$ cat config.mk
export PLATFORM = sky130hd
export DESIGN_NAME = arm_multicycle_decoder
export DESIGN_NICKNAME = d
export VERILOG_FILES = /design/src/rtl/arm_multicycle_decoder.sv
export SDC_FILE = /design/constraint.sdc
export NUM_CORES = 1
export LEC_CHECK = 0
export CAP_MARGIN = 10
export CORE_AREA = 2 2 39 41
export CTS_BUF_LIST = sky130_fd_sc_hd__clkbuf_4
export CTS_CLUSTER_SIZE = 40
export DETAILED_ROUTE_END_ITERATION = 7
export DIE_AREA = 0 0 41 43
export GPL_TIMING_DRIVEN = 0
export PLACE_DENSITY = 0.87
export SETUP_SLACK_MARGIN = 0.02
export SLEW_MARGIN = 20
export SYNTH_ARGS = -nofsm -noshare
export SYNTH_HDL_FRONTEND = slang
export SYNTH_SLANG_ARGS = --single-unit
$ cat constraint.sdc
create_clock -name clk -period 3 [get_ports clk]
set_input_delay 0.45 -clock clk [delete_from_list [all_inputs] [get_ports clk]]
set_output_delay 0.45 -clock clk [all_outputs]
set_load 0.005 [all_outputs]
$ cat src/rtl/arm_multicycle_decoder.sv
// Main-controller FSM and instruction decoder for the multi-cycle ARM datapath.
// Sequences fetch/decode/execute/writeback for ADD, SUB, AND, ORR, CMP, LDR, STR and B.
// It drives the unconditioned PCS/RegW/MemW/NoWrite/FlagW and every datapath select.
// Optional build macro ILLEGAL_OP_TRAP_EN: when defined, this adds an Illegal output and a
// TRAP state. Op=11 and undefined data-processing commands enter TRAP, which the FSM
// leaves only on Reset.

module arm_multicycle_decoder (
    input  logic       clk,
    input  logic       Reset,
    input  logic [1:0] Op,
    input  logic [5:0] Funct,
    input  logic [3:0] Rd,
    output logic       PCS,
    output logic       RegW,
    output logic       MemW,
    output logic       NoWrite,
    output logic [1:0] FlagW,
    output logic       IRWrite,
    output logic       NextPC,
    output logic       AdrSrc,
    output logic [1:0] ResultSrc,
    output logic [1:0] ALUSrcA,
    output logic [1:0] ALUSrcB,
    output logic [1:0] ALUControl,
    output logic [1:0] ImmSrc,
    output logic [1:0] RegSrc
`ifdef ILLEGAL_OP_TRAP_EN
    ,
    output logic       Illegal
`endif
);

    typedef enum logic [3:0] {
        S_FETCH,
        S_DECODE,
        S_MEMADR,
        S_MEMREAD,
        S_MEMWB,
        S_MEMWRITE,
        S_EXECUTER,
        S_EXECUTEI,
        S_ALUWB,
        S_BRANCH
`ifdef ILLEGAL_OP_TRAP_EN
        ,
        S_TRAP
`endif
    } state_t;

    state_t      r_state;
    state_t      w_next_state;
    logic [3:0]  w_cmd;
    logic [1:0]  w_alu_dec;
    logic        w_flag_arith;
    logic        w_is_cmp;
    logic        w_regw;
    logic        w_branch;

    assign w_cmd        = Funct[4:1];
    assign w_is_cmp     = (Op == 2'b00) && (w_cmd == 4'b1010);
    assign w_flag_arith = (w_cmd == 4'b0100) || (w_cmd == 4'b0010) || (w_cmd == 4'b1010);

`ifdef ILLEGAL_OP_TRAP_EN
    logic w_cmd_defined;
    assign w_cmd_defined = (w_cmd == 4'b0100) || (w_cmd == 4'b0010) || (w_cmd == 4'b0000) ||
                           (w_cmd == 4'b1100) || (w_cmd == 4'b1010);
`endif

    // Data-processing command to ALU operation; unknown commands fall back to ADD
    always_comb begin
        w_alu_dec = 2'b00;
        case (w_cmd)
            4'b0100: w_alu_dec = 2'b00;
            4'b0010: w_alu_dec = 2'b01;
            4'b0000: w_alu_dec = 2'b10;
            4'b1100: w_alu_dec = 2'b11;
            4'b1010: w_alu_dec = 2'b01;
            default: w_alu_dec = 2'b00;
        endcase
    end

    // State register; synchronous reset returns to FETCH
    always_ff @(posedge clk) begin
        if (Reset) begin
            r_state <= S_FETCH;
        end else begin
            r_state <= w_next_state;
        end
    end

    // Next-state sequencing from the held instruction fields
    always_comb begin
        w_next_state = r_state;
        case (r_state)
            S_FETCH:    w_next_state = S_DECODE;
            S_DECODE: begin
                case (Op)
                    2'b01:   w_next_state = S_MEMADR;
                    2'b00:   w_next_state = Funct[5] ? S_EXECUTEI : S_EXECUTER;
                    2'b10:   w_next_state = S_BRANCH;
`ifdef ILLEGAL_OP_TRAP_EN
                    default: w_next_state = S_TRAP;
`else
                    default: w_next_state = S_FETCH;
`endif
                endcase
            end
            S_MEMADR:   w_next_state = Funct[0] ? S_MEMREAD : S_MEMWRITE;
            S_MEMREAD:  w_next_state = S_MEMWB;
            S_MEMWB:    w_next_state = S_FETCH;
            S_MEMWRITE: w_next_state = S_FETCH;
`ifdef ILLEGAL_OP_TRAP_EN
            S_EXECUTER,
            S_EXECUTEI: w_next_state = w_cmd_defined ? S_ALUWB : S_TRAP;
            S_TRAP:     w_next_state = S_TRAP;
`else
            S_EXECUTER,
            S_EXECUTEI: w_next_state = S_ALUWB;
`endif
            S_ALUWB:    w_next_state = S_FETCH;
            S_BRANCH:   w_next_state = S_FETCH;
            default:    w_next_state = S_FETCH;
        endcase
    end

    // Moore outputs per state, all forced low while Reset is high
    always_comb begin
        IRWrite    = 1'b0;
        NextPC     = 1'b0;
        AdrSrc     = 1'b0;
        ResultSrc  = 2'b00;
        ALUSrcA    = 2'b00;
        ALUSrcB    = 2'b00;
        ALUControl = 2'b00;
        w_regw     = 1'b0;
        MemW       = 1'b0;
        w_branch   = 1'b0;
        FlagW      = 2'b00;
        NoWrite    = 1'b0;
        ImmSrc     = 2'b00;
        RegSrc     = 2'b00;
`ifdef ILLEGAL_OP_TRAP_EN
        Illegal    = 1'b0;
`endif
        if (!Reset) begin
            ImmSrc = Op;
            RegSrc = {Op == 2'b01, Op == 2'b10};
            case (r_state)
                S_FETCH: begin
                    IRWrite   = 1'b1;
                    NextPC    = 1'b1;
                    ALUSrcA   = 2'b01;
                    ALUSrcB   = 2'b10;
                    ResultSrc = 2'b10;
                end
                S_DECODE: begin
                    ALUSrcA   = 2'b01;
                    ALUSrcB   = 2'b10;
                    ResultSrc = 2'b10;
                    NoWrite   = w_is_cmp;
                end
                S_MEMADR: begin
                    ALUSrcB   = 2'b01;
                end
                S_MEMREAD: begin
                    AdrSrc    = 1'b1;
                end
                S_MEMWB: begin
                    ResultSrc = 2'b01;
                    w_regw    = 1'b1;
                end
                S_MEMWRITE: begin
                    AdrSrc    = 1'b1;
                    MemW      = 1'b1;
                end
                S_EXECUTER, S_EXECUTEI: begin
                    ALUSrcB    = (r_state == S_EXECUTEI) ? 2'b01 : 2'b00;
                    ALUControl = w_alu_dec;
                    FlagW      = {Funct[0], Funct[0] & w_flag_arith};
                    NoWrite    = w_is_cmp;
                end
                S_ALUWB: begin
                    w_regw    = 1'b1;
                    NoWrite   = w_is_cmp;
                end
                S_BRANCH: begin
                    ALUSrcA   = 2'b10;
                    ALUSrcB   = 2'b01;
                    ResultSrc = 2'b10;
                    w_branch  = 1'b1;
                end
`ifdef ILLEGAL_OP_TRAP_EN
                S_TRAP: begin
                    Illegal   = 1'b1;
                end
`endif
                default: begin
                end
            endcase
        end
    end

    assign RegW = w_regw;
    assign PCS  = (w_regw && (Rd == 4'hF)) || w_branch;

endmodule

Word-level counts from Yosys, hierarchy flattened
Cells that the tools add are included.

Multiply operators: 0. Shifts and indexed selects: 0. Magnitude comparators: 0. Reduce and logical (&&, ||, !) cells: 16. Multiplexer cells: 30. Add/sub/neg operators: 0. Div/mod/pow operators: 0. Bitwise gates (word level): 1. Eq/ne operators: 16.

Operators with widths (count): == test 4 x 3 -> 1 bit, second input constant (5); == test 4 bit, second input constant (5); one-hot mux 4 bit (5 select lines) (1); two-way mux 2 bit (9); two-way mux 1 bit (14); == test 4 x 2 -> 1 bit, second input constant (3); one-hot mux 2 bit (3 select lines) (2); one-hot mux 4 bit (3 select lines) (1); OR reduction 2 bit (6); zero test 4 bit (2); one-hot mux 2 bit (2 select lines) (2); == test 4 x 1 -> 1 bit, second input constant (1); OR reduction 4 bit (1); logical OR 1 bit (3); two-way mux 3 bit (1); OR reduction 3 bit (1); == test 2 x 1 -> 1 bit, second input constant (1); == test 2 bit, second input constant (1); logical AND 1 bit (2); zero test 2 bit (1); bitwise AND 1 bit (1).

Input port bits: 14. Memories: 0. Output and inout port bits: 21. Memory bits (read-only): 0. Logic and storage cells: 64. Memory bits (writable): 0. Latch bits: 0. Bits in registers: 4.

Logic depth before layout (Yosys ltp)
Depth in word-level cells: 6. Mapped depth: 5. Mapped depth without buffers: 3.

Worst setup path before layout
OpenSTA, ideal clock, no wires.

Path type: input to output. Start point: in Reset. End point: out NextPC. Arrival time: 1.458 ns. Slack: 1.092 ns. Required time: 2.550 ns. Stages on the path: 5. Cell sequence: clkbuf_1 or3_1 clkbuf_1 nor3_1 buf_4.

Cells in the longest elaborated chain, start to end: 1.

RTL lines: start: declaration (RTL line 10) `input logic Reset,`; two-way mux 1 bit; end: declaration (RTL line 20) `output logic NextPC,`.

Every way passes these cells.

Worst setup path after layout
Start point: in Funct[3]. End point: out FlagW[0].

Cells in the longest elaborated chain, start to end: 6. Elaborated cells between the ends (all ways): 8.

RTL lines: start: declaration (RTL line 12) `input logic [5:0] Funct,`; == test 4 x 3 -> 1 bit / == test 4 x 2 -> 1 bit (equally long branches) (RTL line 62) `assign w_flag_arith = (w_cmd == 4'b0100) || (w_cmd == 4'b0010) || (w_cmd == 4'b1010);`; logical OR 1 bit (RTL line 62); logical OR 1 bit * (RTL line 62); bitwise AND 1 bit * (RTL line 180) `FlagW = {Funct[0], Funct[0] & w_flag_arith};`; two-way mux 2 bit * (RTL line 149) `case (r_state)`; two-way mux 2 bit * (RTL line 146) `if (!Reset) begin`; end: declaration (RTL line 18) `output logic [1:0] FlagW,`.

Mark *: on every way between the ends. The rest lies on a longest branch, timed or not.

==> run summary <==
Clock latency on the worst-skew pair, taken at its later pin, is 0.23 ns. During placement, the flow inserted port buffers numbering 33. The total global routing track utilization came out at 15.98%.

The logs give 66 for the synthesized netlist cell count and 2.55 ns for the critical path required time. The parity-gate share of the synthesized area counting xor and xnor cells was 9.259%; the area growth from synthesis to final layout was 78.84%. The number of synthesized flops with an enable pin works out to 0. The number of nets handed over by synthesis was 80. The ratio of total power to cell area is 258.5 mW/mm^2, and the number of synthesis warnings is 0. Main flop type after synthesis: sky130_fd_sc_hd__dfxtp_1.

In this run the horizontal extent of the chip is 41 um. Setup repair after global routing left no endpoint under its margin. The worst hold path passes through 2 cells. Across the run, the number of max-cap violations was 0.

Net switching is 28.36% of the power. Final hold violation count: 0. The floorplan has 14 rows. The post-detailed-routing wire length is 1331 um, and the final critical path time including I/O delays and setup is 2.656 ns. TritonCTS built the clock tree. The count of final setup violators was 0; the simple-gate area share of the yosys netlist was 46.56%. The floorplan step defined a die boundary enclosing 0.001763 mm^2. For hold timing, the worst endpoint is r_state[3]. In this run the worst path has a maximum fanout of 4. The initial utilization of the core area, before any placement, comes to 34.18%. The largest net degree at the start of global routing is 11, and the fraction of layout cells with a size suffix above 1 is 13.73%. The actual transition at the worst max-transition pin was 0.3888 ns. The routed layout has 593 vias.

The critical path is of the in2out type. Of all cell types, the one taking the most synthesized area is sky130_fd_sc_hd__dfxtp_1. The share of total power dissipated in the clock network is 30.5%.

The total area inside the core boundary comes to 0.001384 mm^2. Post-CTS repair changed the size of 0 cells. The residual overflow from global routing is 0, and the via density per instance is 5.025. The multiplexer share of the synthesized area came out at 0%.

After the first detailed-routing iteration, the DRC count stood at 5. The async set or reset register ratio after synthesis was 0%; the number of H-tree levels was 1. Critical register-to-register path endpoint: r_state[0]. In this run the clock root is driven by a sky130_fd_sc_hd__clkbuf_4. For the final routed database, the setup TNS stands at 0 ns. The cell area after technology mapping came out at 473.0 um^2. The complex-gate fraction of the synthesized area was 15.87%; the static leakage power was 0.0003191 uW. The number of inserted diodes came out at 0. For the count of hold-fix buffers inserted at cts, the log shows 0.

The via count of the first global-routing pass is 505. Synthesis inferred 4 register bits. Clock transition at the registers of the reported paths: 0.04 ns.

No sink is reached through more buffers than the 2 on the longest clock path. The register with the most flip-flops in the layout has 4 of them. For the achievable frequency, the log shows 0.3765 GHz.

The smallest hold slack is 0.6337 ns. At the end of the flow, the number of nets in the layout was 118. Area share of fa/ha/maj cells after synthesis: 0%.

Once detail routing completed, the nets flagged for antenna violations numbered 0. The tools report the number of different library cells in the post-synthesis netlist as 32. The number of cells traversed by the worst register-to-register path is 4. The logs give 74.08% for the relative slew slack and 0 for the detailed-route DRC error count. The die height came out at 43 um. The flow ran to the end, and the final reports show no timing, DRC or antenna violations. Critical path startpoint category: a primary input.

The tools report the internal portion of total power as 156.6 uW. The first detailed-routing pass ran for 4 iterations. Startpoint of the most critical hold path: r_state[1]. 35 I/O pins were placed. The endpoint type of the worst setup path is an output pin. The logs give 845.8 um^2 for the final design area excluding fillers and 0 for the number of antenna violations at the first check in global routing.

After detailed routing, the average wire length per cell comes to 11.28 um. In the post-synthesis netlist, the biggest area contributors are sky130_fd_sc_hd__dfxtp_1 17%, sky130_fd_sc_hd__or3b_2 5.6%, sky130_fd_sc_hd__xor2_1 5.6%. The first global-routing pass estimated 1980 um of wire.

The switching power was 62.00 uW. The congestion estimate from routability-driven global placement came to 0.7283. The max-slew violation total from the final report came out at 0.

For the relative contribution of sequential cells to total power, the log shows 27.9%. The number of setup buffers added after CTS is 0. In this run, the combinational gates consume 41.6% of the power. Ranked by flip-flop count, first place goes to r_state.

After synthesis, the largest family of logic cells by area is simple AND/OR/NAND/NOR gates. In this run the worst setup path begins at Funct[3]. The largest registers in the layout are r_state x4. The final critical-path share of the clock period came out at 88.54%. The final setup skew is 0.0001465 ns, and the average cell area after synthesis is 7.166 um^2. Summed over all nets, the half-perimeter wirelength after detailed placement is 1050 um. The min-delay analysis places its worst path in the category reg2reg. The worst register-to-register path begins at r_state[1]. The top cell type's share of synthesized area is 16.93%, and the worst-case vdd ir drop is 0.1820 mV.

The run gives 823.3 um^2 as the post-detailed-placement cell area. Clock tree synthesis found a total of 4 sinks. The arrival time at the worst endpoint is 2.21 ns, and the reg-to-reg setup timing slack is 1.79 ns. The number of clock buffers added by TritonCTS is 3. Summing the sequential cell areas from Yosys gives 16.93% of the chip area.
==> cells by family (layout without fill, tap and decap cells) <==
family                 after synthesis  count (layout)
flip-flops                           4               4
buffers and inverters               11              47
AND/OR/NAND/NOR                     34              34
XOR/XNOR                             5               5
AO/OA/AOI/OAI                       12              12
==> power by group through the flow <==
stage | Clock [uW] | Combinational, uW | Sequential, uW
floorplan | 0 | 43.8 | 60.2
global placement | 0 | 89.9 | 61.1
detailed placement | 0 | 91.4 | 61.4
CTS | 69.1 | 91.9 | 60.6
global route | 71.7 | 99.7 | 61.2
finish | 66.7 | 91.0 | 61.0
==> stage by stage <==
stage	total power (uW)	setup WS, ns	utilization (%)	std cells
final	218.6	0.3438	61.12	118
after global routing	232.6	0.2968	61.12	118
after CTS	221.6	0.3411	61.12	118
after detailed placement	152.8	0.3455	59.49	115
after global placement	151.0	0.3753	59.49	115
after floorplan	104.0	1.092	-	66
==> layout make-up <==
cell class / instances / area (um^2)
well taps: 16 / 20.02
repair buffers: 33 / 330.3
flip-flops and latches: 4 / 80.08
plain buffers: 7 / 38.79
fillers: 135 / 538.0
clock buffers: 3 / 22.52
inverters: 4 / 15.01
multi-input cells: 51 / 339.1
==> worst max-delay path, cell delays in order <==
cell and delay (ns):
sky130_fd_sc_hd__clkdlybuf4s50_1 0.53, sky130_fd_sc_hd__or3b_2 0.48, sky130_fd_sc_hd__a211oi_2 0.22, sky130_fd_sc_hd__clkdlybuf4s50_1 0.52
==> worst max path at each step <==
stage	end	slack [ns]	depth (start not counted)
2_1_floorplan	NextPC	1.09	5
3_3_place_gp	FlagW[0]	0.38	4
3_5_place_dp	FlagW[0]	0.35	4
4_1_cts	FlagW[0]	0.34	4
5_1_grt	NoWrite	0.30	4
6_report	FlagW[0]	0.34	4
==> routing by layer <==
layer / up-vias / routed length [um] / GRT usage [%]
met2: 27 / 601 / 25.00
met1: 263 / 573 / 20.32
met4: 0 / 17 / 8.000
met3: 2 / 139 / 2.094
met5: - / 0 / 0
li1: 301 / - / -
==> synthesized netlist by cell type (all sizes together) (2+ instances only) <==
cell    count
clkbuf      3
a21oi       4
nand3b      2
or3b        3
nor2        6
or3         2
nor4        2
or4         2
inv         4
nand2       2
xor2        3
nand2b      3
o21ai       4
dfxtp       4
nor3        3
nor2b       4
buf         4
xnor2       2
==> placed cells by master (no fill, tap or decap), drive strengths merged, types with 2 or more instances in the layout <==
cell            n
or3             2
o21ai           4
xor2            3
nand2b          3
clkbuf          6
or4             2
or3b            3
nor4            2
nand3b          2
nor3            3
xnor2           2
clkdlybuf4s50  33
a21oi           4
nand2           2
nor2b           4
nor2            6
inv             4
dfxtp           4
buf             4
Power figures use the tool's default switching activity.
